## src/rtl/mod_count_pkg.sv

```systemverilog
// Shared definitions for the mod-N counter and its downstream monitor.
package mod_count_pkg;

    localparam int unsigned DEF_N  = 10;
    localparam int unsigned DEF_W  = 4;
    localparam int unsigned DEF_CW = 8;

    typedef enum logic [2:0] {
        STEP_NONE,
        STEP_INC,
        STEP_DEC,
        STEP_WRAP_UP,
        STEP_WRAP_DN,
        STEP_RST,
        STEP_BAD,
        STEP_RANGE
    } step_e;

endpackage

```

## src/rtl/mod_count_monitor_if.sv

```systemverilog
// Sampled counter signals and monitor results, grouped for the monitor port.
interface mod_count_monitor_if #(
    parameter int unsigned W  = 4,
    parameter int unsigned CW = 8
);
    logic [W-1:0]  count_in;
    logic          up_down_in;
    logic          cnt_reset_in;
    logic          clear;
    logic          wrap_up;
    logic          wrap_down;
    logic [CW-1:0] wrap_count;
    logic          err_step;
    logic          err_range;
    logic          err_sticky;

    modport master (
        output count_in, up_down_in, cnt_reset_in, clear,
        input  wrap_up, wrap_down, wrap_count, err_step, err_range, err_sticky
    );

    modport slave (
        input  count_in, up_down_in, cnt_reset_in, clear,
        output wrap_up, wrap_down, wrap_count, err_step, err_range, err_sticky
    );
endinterface

```

## src/rtl/mod_step_classify.sv

```systemverilog
// Combinational classification of one counter step prev_count -> count_in.
module mod_step_classify
    import mod_count_pkg::*;
#(
    parameter int unsigned N = DEF_N,
    parameter int unsigned W = DEF_W
) (
    input  logic [W-1:0] prev_count,
    input  logic [W-1:0] count_in,
    input  logic         prev_ud,
    input  logic         prev_rst,
    input  logic         primed,
    output step_e        step
);

    localparam logic [W:0] N_EXT = (W+1)'(N);
    localparam logic [W:0] LAST  = (W+1)'(N - 1);
    localparam logic [W:0] ONE   = (W+1)'(1);

    // Extended by one bit so prev_count+1 cannot alias back to zero.
    logic [W:0] prev_x;
    logic [W:0] cur_x;

    always_comb begin
        prev_x = {1'b0, prev_count};
        cur_x  = {1'b0, count_in};
        step   = STEP_NONE;
        if (primed) begin
            if (cur_x >= N_EXT) begin
                step = STEP_RANGE;
            end else if (prev_x >= N_EXT) begin
                step = STEP_NONE;
            end else if (prev_rst) begin
                step = (cur_x == '0) ? STEP_RST : STEP_BAD;
            end else if (prev_ud) begin
                if (prev_x == LAST && cur_x == '0)
                    step = STEP_WRAP_UP;
                else if (prev_x < LAST && cur_x == prev_x + ONE)
                    step = STEP_INC;
                else
                    step = STEP_BAD;
            end else begin
                if (prev_x == '0 && cur_x == LAST)
                    step = STEP_WRAP_DN;
                else if (prev_x != '0 && cur_x == prev_x - ONE)
                    step = STEP_DEC;
                else
                    step = STEP_BAD;
            end
        end
    end

endmodule

```

## src/rtl/mod_count_monitor.sv

```systemverilog
// Monitors a mod-N up/down counter: wrap pulses, net-wrap tally and step/range errors.
module mod_count_monitor
    import mod_count_pkg::*;
#(
    parameter int unsigned N  = DEF_N,
    parameter int unsigned W  = DEF_W,
    parameter int unsigned CW = DEF_CW
) (
    input logic               clk,
    input logic               reset_n,
    mod_count_monitor_if.slave bus
);

    logic [W-1:0]  prev_count;
    logic          prev_ud;
    logic          prev_rst;
    logic          primed;
    step_e         step;

    logic          wrap_up_q;
    logic          wrap_down_q;
    logic [CW-1:0] wrap_count_q;
    logic          err_step_q;
    logic          err_range_q;
    logic          err_sticky_q;

    mod_step_classify #(
        .N (N),
        .W (W)
    ) u_classify (
        .prev_count (prev_count),
        .count_in   (bus.count_in),
        .prev_ud    (prev_ud),
        .prev_rst   (prev_rst),
        .primed     (primed),
        .step       (step)
    );

    always_ff @(posedge clk) begin
        if (!reset_n) begin
            prev_count   <= '0;
            prev_ud      <= 1'b0;
            prev_rst     <= 1'b0;
            primed       <= 1'b0;
            wrap_up_q    <= 1'b0;
            wrap_down_q  <= 1'b0;
            wrap_count_q <= '0;
            err_step_q   <= 1'b0;
            err_range_q  <= 1'b0;
            err_sticky_q <= 1'b0;
        end else begin
            prev_count  <= bus.count_in;
            prev_ud     <= bus.up_down_in;
            prev_rst    <= bus.cnt_reset_in;
            primed      <= 1'b1;
            wrap_up_q   <= (step == STEP_WRAP_UP);
            wrap_down_q <= (step == STEP_WRAP_DN);
            err_step_q  <= (step == STEP_BAD);
            err_range_q <= (step == STEP_RANGE);
            // clear drops the coincident tally/sticky update; pulses still fire
            if (bus.clear) begin
                wrap_count_q <= '0;
                err_sticky_q <= 1'b0;
            end else begin
                if (step == STEP_WRAP_UP)
                    wrap_count_q <= wrap_count_q + CW'(1);
                else if (step == STEP_WRAP_DN)
                    wrap_count_q <= wrap_count_q - CW'(1);
                if (step == STEP_BAD || step == STEP_RANGE)
                    err_sticky_q <= 1'b1;
            end
        end
    end

    assign bus.wrap_up    = wrap_up_q;
    assign bus.wrap_down  = wrap_down_q;
    assign bus.wrap_count = wrap_count_q;
    assign bus.err_step   = err_step_q;
    assign bus.err_range  = err_range_q;
    assign bus.err_sticky = err_sticky_q;

endmodule

```

## src/flat_wrapper.sv

```systemverilog
// flat-port wrapper written by rule: the top's interface ports become plain ports
module mod_count_monitor_flat import mod_count_pkg::*;
#(
    parameter int unsigned N  = DEF_N,
    parameter int unsigned W  = DEF_W,
    parameter int unsigned CW = DEF_CW
)
  (clk, reset_n, bus_count_in, bus_up_down_in, bus_cnt_reset_in, bus_clear, bus_wrap_up, bus_wrap_down, bus_wrap_count, bus_err_step, bus_err_range, bus_err_sticky);
  mod_count_monitor_if #(.W(W), .CW(CW)) bus_i ();
  input logic clk;
  input logic reset_n;
  input wire logic [$bits(bus_i.count_in)-1:0] bus_count_in;
  input wire logic [$bits(bus_i.up_down_in)-1:0] bus_up_down_in;
  input wire logic [$bits(bus_i.cnt_reset_in)-1:0] bus_cnt_reset_in;
  input wire logic [$bits(bus_i.clear)-1:0] bus_clear;
  output wire logic [$bits(bus_i.wrap_up)-1:0] bus_wrap_up;
  output wire logic [$bits(bus_i.wrap_down)-1:0] bus_wrap_down;
  output wire logic [$bits(bus_i.wrap_count)-1:0] bus_wrap_count;
  output wire logic [$bits(bus_i.err_step)-1:0] bus_err_step;
  output wire logic [$bits(bus_i.err_range)-1:0] bus_err_range;
  output wire logic [$bits(bus_i.err_sticky)-1:0] bus_err_sticky;
  assign bus_i.count_in = bus_count_in;
  assign bus_i.up_down_in = bus_up_down_in;
  assign bus_i.cnt_reset_in = bus_cnt_reset_in;
  assign bus_i.clear = bus_clear;
  assign bus_wrap_up = bus_i.wrap_up;
  assign bus_wrap_down = bus_i.wrap_down;
  assign bus_wrap_count = bus_i.wrap_count;
  assign bus_err_step = bus_i.err_step;
  assign bus_err_range = bus_i.err_range;
  assign bus_err_sticky = bus_i.err_sticky;
  mod_count_monitor #(.N(N), .W(W), .CW(CW)) u_core (.clk(clk), .reset_n(reset_n), .bus(bus_i));
endmodule
```

## config.mk

```make
export PLATFORM = sky130hd
export DESIGN_NAME = mod_count_monitor_flat
export DESIGN_NICKNAME = d
export VERILOG_FILES = /design/src/rtl/mod_count_pkg.sv /design/src/rtl/mod_count_monitor_if.sv /design/src/rtl/mod_step_classify.sv /design/src/rtl/mod_count_monitor.sv /design/src/flat_wrapper.sv
export SDC_FILE = /design/constraint.sdc
export NUM_CORES = 1
export LEC_CHECK = 0
export CAP_MARGIN = 20
export CORE_MARGIN = 10
export CORE_UTILIZATION = 58
export CTS_BUF_LIST = sky130_fd_sc_hd__clkbuf_2 sky130_fd_sc_hd__clkbuf_4 sky130_fd_sc_hd__clkbuf_8
export CTS_CLUSTER_SIZE = 25
export DETAILED_ROUTE_END_ITERATION = 6
export PLACE_DENSITY = 0.95
export SYNTH_ARGS = -nofsm -noshare
export SYNTH_HDL_FRONTEND = slang
export SYNTH_HIERARCHICAL = 1
export SYNTH_SLANG_ARGS = --single-unit
```

## constraint.sdc

```tcl
create_clock -name clk -period 5.5 [get_ports clk]
set_input_delay 0.825 -clock clk [delete_from_list [all_inputs] [get_ports clk]]
set_output_delay 0.825 -clock clk [all_outputs]
set_load 0.01 [all_outputs]
```

# Word-level counts from Yosys, hierarchy flattened
# Cells that the tools add are included.
# totals
ff_bits	20
elab_cells	49
# op_classes
add_sub_neg	4
n_reduce_logical	10
n_mux	13
bitwise	1
n_lt_le_gt_ge	3
eq_ne	8
# op_table
op	count
$mux 3	9
$mux 8	2
$eq 4x5->1	2
$eq 3x3->1 const B	3
$add 8x1->8 const B	1
$eq 4x4->1 const B	2
$ge 4x4->1 const B	2
$logic_not 4->1	2
$sub 8x1->8 const B	1
$add 4x1->5 const B	1
$sub 4x1->5 const B	1
$logic_and 1x1->1	4
$lt 4x4->1 const B	1
$reduce_bool 4->1	1
$eq 3x2->1 const B	1
$mux 2	1
$reduce_bool 2->1	1
$reduce_or 2->1	1
$logic_or 1x1->1	1
$mux 1	1
$not 1->1	1

# Depth between registers and ports, before layout
# depth
word_depth	13
mapped_depth	12
mapped_depth_nobuf	12

# Cells and area by module
# Netlist, hierarchy kept.
# modules_own_cells
mod	area_per_inst_um2	seq_area_each_um2	n_inst	cells_per_inst
mod_count_monitor	943.4	400.4	1	102
mod_step_classify	307.8	0.0	1	41

# Worst setup path before layout
# Ideal clock, no wire load.
# synth_path
kind	in2reg
start	input bus_count_in[0]
end	register u_core.wrap_count_q[6], in the netlist u_core/bus.wrap_count[6]
required_ps	5438
arrival_time_ps	3795
slack_ps	1643
n_path_buf	0
path_stages	10
setup_ps	62
path_cell_list	xnor2_1 -> or4b_1 -> o32a_1 -> a41o_1 -> nand3b_1 -> fa_1 -> a211oi_1 -> o21bai_1 -> a2111o_1 -> nand3_1
# synth_between
elab_chain_cells	11
elab_cells_between_ends	23
# synth_lines
item	line_no	rtl
start: declaration	flat_wrapper.sv:12	input wire logic [$bits(bus_i.count_in)-1:0] bus_count_in;
$eq 4x5->1, on equally long branches	mod_step_classify.sv:45, mod_step_classify.sv:38	
$logic_and 1x1->1, on equally long branches	mod_step_classify.sv:45, mod_step_classify.sv:38	
$mux 3, on equally long branches	mod_step_classify.sv:45, mod_step_classify.sv:38	
$mux 3, on equally long branches	mod_step_classify.sv:43, mod_step_classify.sv:36	
$mux 3	mod_step_classify.sv:35	end else if (prev_ud) begin
$mux 3	mod_step_classify.sv:33	end else if (prev_rst) begin
$mux 3	mod_step_classify.sv:31	end else if (prev_x >= N_EXT) begin
$mux 3 *	mod_step_classify.sv:29	if (cur_x >= N_EXT) begin
$mux 3 *	mod_step_classify.sv:28	if (primed) begin
net u_core.step[2]	mod_count_monitor.sv:18	step_e step;
$eq 3x2->1 / $eq 3x3->1 (equally long branches)	mod_count_monitor.sv:65, mod_count_monitor.sv:67	
$mux 8 / $reduce_bool 2->1 (equally long branches)	n/a	
end signal: assignment	mod_count_monitor.sv:66	wrap_count_q <= wrap_count_q + CW'(1);
end signal: assignment	mod_count_monitor.sv:68	wrap_count_q <= wrap_count_q - CW'(1);
end: declaration	mod_count_monitor.sv:22	logic [CW-1:0] wrap_count_q;
# Mark *: on every way through the listed nets, which the timed path passes. The rest lies on a longest branch.
# A chain may end at the register's enable or synchronous reset.

# Worst setup path after layout
# layout_path
start	input bus_count_in[1]
end	register u_core.wrap_count_q[6], in the netlist u_core/bus.wrap_count[6]
# Same word-level chain as after synthesis.

==> impl_metrics.csv <==
group,metric,value,unit
run_status,outcome,"completed",
setup_path,cp_max_fo,15,
timing,finalHoldViolations,0,
timing,fmax,0.234,GHz
setup_path,worstSetupPathType,"in -> reg",
setup_path,endpoint_kind,"flip-flop",
layout,fin_cells,193,
die,io_pins,22,
grt,use_met3,4.75,%
cts,clkTransAtPathRegs,0.12,ns
flow_run,maxCapViolCount,0,
synthesis,synth_common_cells,"dfxtp_1 (20), nand2_1 (12), ha_1 (10)",
routing,drt-wirelength-per-cell,16.4,µm
routing,viasPerCell,6.02,
timing,layout_min_cycle_time,4.28,ns
layout,area_delta_synth_final,22.7,%
timing,relSlewSlack,68.9,%
grt,grt_overflow_total,0,
routing,ant_nets,0,
cts,hold_buffers,0,
layout,drive_gt1_share,4.22,%
synthesis,yosysMostFrequentCell,"dfxtp_1",
cts,cts_tree,"built",
synthesis,synth_edf_count,0,
setup_path,crit_required,5.75,ns
layout,nets,187,
grt,grt_max_degree,16,
timing,fin_setup_tns,0,ns
synthesis,avgSynthCellArea,8.75,µm²
die,die_y,66.4,µm
routing,vias,1162,
grt,grt.busiest_layer,"met2",
placed_design,io_buffer_count,21,
die,row_count,16,
setup_path,max_stage_delay,0.57,ns
synthesis,ys_warn_count,6,
setup_path,worst_ep_arrival_time,4.53,ns
timing,finalWorstSetupSlack,1.22,ns
cts,cts-root-buf,"clkbuf_4",
die,dieArea,4410,µm²
routing,drc,0,
synthesis,synthCells,143,
grt,met2_usage,26.4,%
timing,setup_viol,0,
grt,antenna_found_initial,0,
timing,worst_slew_pin_slew,0.467,ns
layout,diodes,0,
cts,cts_resized,0,
synthesis,yosysTopAreaCell,"dfxtp_1",
placed_design,dp_hpwl,2380,µm
cts,h-tree-depth,1,
power,powerDensity,248,nW/µm²
synthesis,ys_ff_latch,20,
grt,grt_pass1_vias,1228,
synthesis,synth_flop_cell,"dfxtp_1",
routing,drtIter0Drc,69,
routing,wl,3160,µm
min_path,hold_class,"reg -> reg",
power,power.total,381,µW
layout,fillers,139,
timing,rsz0062_at_grt,"false",
cts,post-cts-setup-buffers,0,
timing,finalMaxSlewViolations,0,
placed_design,place_congestion,0.917,
setup_path,path_delay_family,"compound AO/OA/AOI/OAI gates",
synthesis,synth_area_leaders,"dfxtp_1 (32%), ha_1 (10%), xnor2_1 (4.9%), and2_1 (4.0%), nand3_1 (3.6%)",
timing,post-route-period-util,77.8,%
setup_path,cp_cell_sequence,"clkdlybuf4s50_1 -> xor2_1 -> or4b_1 -> o32a_1 -> a41o_1 -> nand3b_1 -> buf_4 -> fa_1 -> a211oi_1 -> o21bai_1 -> a2111o_1 -> nand3_1",
synthesis,synth_top_area_share,32.0,%
synthesis,ys_seq_area_share,32.0,%
grt,use_met1,15.8,%
synthesis,synthesis.area,1250,µm²
cts,cts_buffer_depth,2,
setup_path,crit_buf_inv,2,
synthesis,synth_nets,163,
grt,grt_use_total,14.9,%
cts,cts_sinks,20,
timing,skew,0.00512,ns
synthesis,synth_cell_type_count,45,
power,p_leak,0.000596,µW
layout,fin_util,76.7,%
cts,worstSkewPairLatency,0.30,ns
placed_design,dpl.cell_count,189,
routing,dr.pass1.iters,4,
setup_path,slowest_stage,"clkdlybuf4s50_1",
setup_path,critPathLaunchType,"primary input",
grt,grt_pass1_wl,5400,µm
die,initial_core_util,62.5,%
die,core_region_area,2000,µm²
power,ir_drop,0.193,mV
die,die_w,66.4,µm
synthesis,async_flop_share,0,%
cts,numCtsBuffers,3,
placed_design,pre_cts_ws,1.01,ns
## sequential cells by signal (all words and copies together), names as in the netlist
signal and flops:
u_core/bus.err_sticky 1, u_core/bus.wrap_up 1, u_core/prev_ud 1, u_core/bus.wrap_count 8, u_core/bus.err_range 1, u_core/primed 1, u_core/prev_rst 1, u_core/bus.wrap_down 1
u_core/bus.err_step 1, u_core/prev_count 4
## worst paths after layout
kind | startpoint | to | slack [ns] | depth (start not counted)
max | bus_count_in[1] | u_core/bus.wrap_count[6]$_SDFFE_PP0P_ | 1.22 | 12
min | u_core/bus.wrap_count[3]$_SDFFE_PP0P_ | u_core/bus.wrap_count[3]$_SDFFE_PP0P_ | 0.49 | 2
max reg2reg | u_core/prev_count[0]$_SDFF_PN0_ | u_core/bus.wrap_count[6]$_SDFFE_PP0P_ | 1.42 | 13
min reg2reg | u_core/bus.wrap_count[3]$_SDFFE_PP0P_ | u_core/bus.wrap_count[3]$_SDFFE_PP0P_ | 0.49 | 2
## placed cells by master, fill, tap and decap left out, types with 3 or more instances in the layout
master,instances
nand3_1,9
nand4_1,3
nor3_1,3
ha_1,10
clkdlybuf4s50_1,21
inv_1,4
a21oi_1,8
nand2_1,12
nor3b_1,3
o21ai_0,4
and2_1,8
clkbuf_4,3
xnor2_1,7
xor2_1,3
a211oi_1,4
nor2_1,8
dfxtp_1,20
## layer usage
metal / vias to the layer above / routed length [µm]
met5: - / 0
met4: 0 / 42
met3: 7 / 233
met2: 46 / 1630
met1: 537 / 1250
li1: 572 / -
## where the power goes
| group | switching (µW) | internal (µW) | total, µW |
|---|---|---|---|
| sequential | 8.40 | 153 | 161 |
| combinational | 52.8 | 47.0 | 99.8 |
| clock | 46.4 | 73.6 | 120 |
## area by class of cell
cell class	count	area, µm²	share of cell area, %
multi-input combinational	116	816	53.1
timing repair buffer	22	218	14.2
clock inverter	1	30.0	1.96
sequential	20	400	26.1
tap	27	33.8	2.20
clock buffer	3	22.5	1.47
inverter	4	15.0	0.978
## worst min-delay path: cells and delay by family (launching register included)
family / cells / cell delay [ns]
flip-flops: 1 / 0.35
AND/OR/NAND/NOR: 1 / 0.06
AO/OA/AOI/OAI: 1 / 0.05
## per-stage QoR
stage	cell area [µm²]	hold slack (ns)
2_1_floorplan	1250	0.492
3_3_place_gp	1480	0.467
3_5_place_dp	1480	0.471
4_1_cts	1540	0.490
5_1_grt	1540	0.536
6_report	1540	0.492
## cell families after synthesis
kind of cell	share of synthesized area, %
fa+ha+maj	11.6
xor+xnor	7.00
buf+inv	2.80
flops	32.0
compound gates	21.2
simple gates	25.4
No activity file was read; power rests on OpenSTA's default activity.
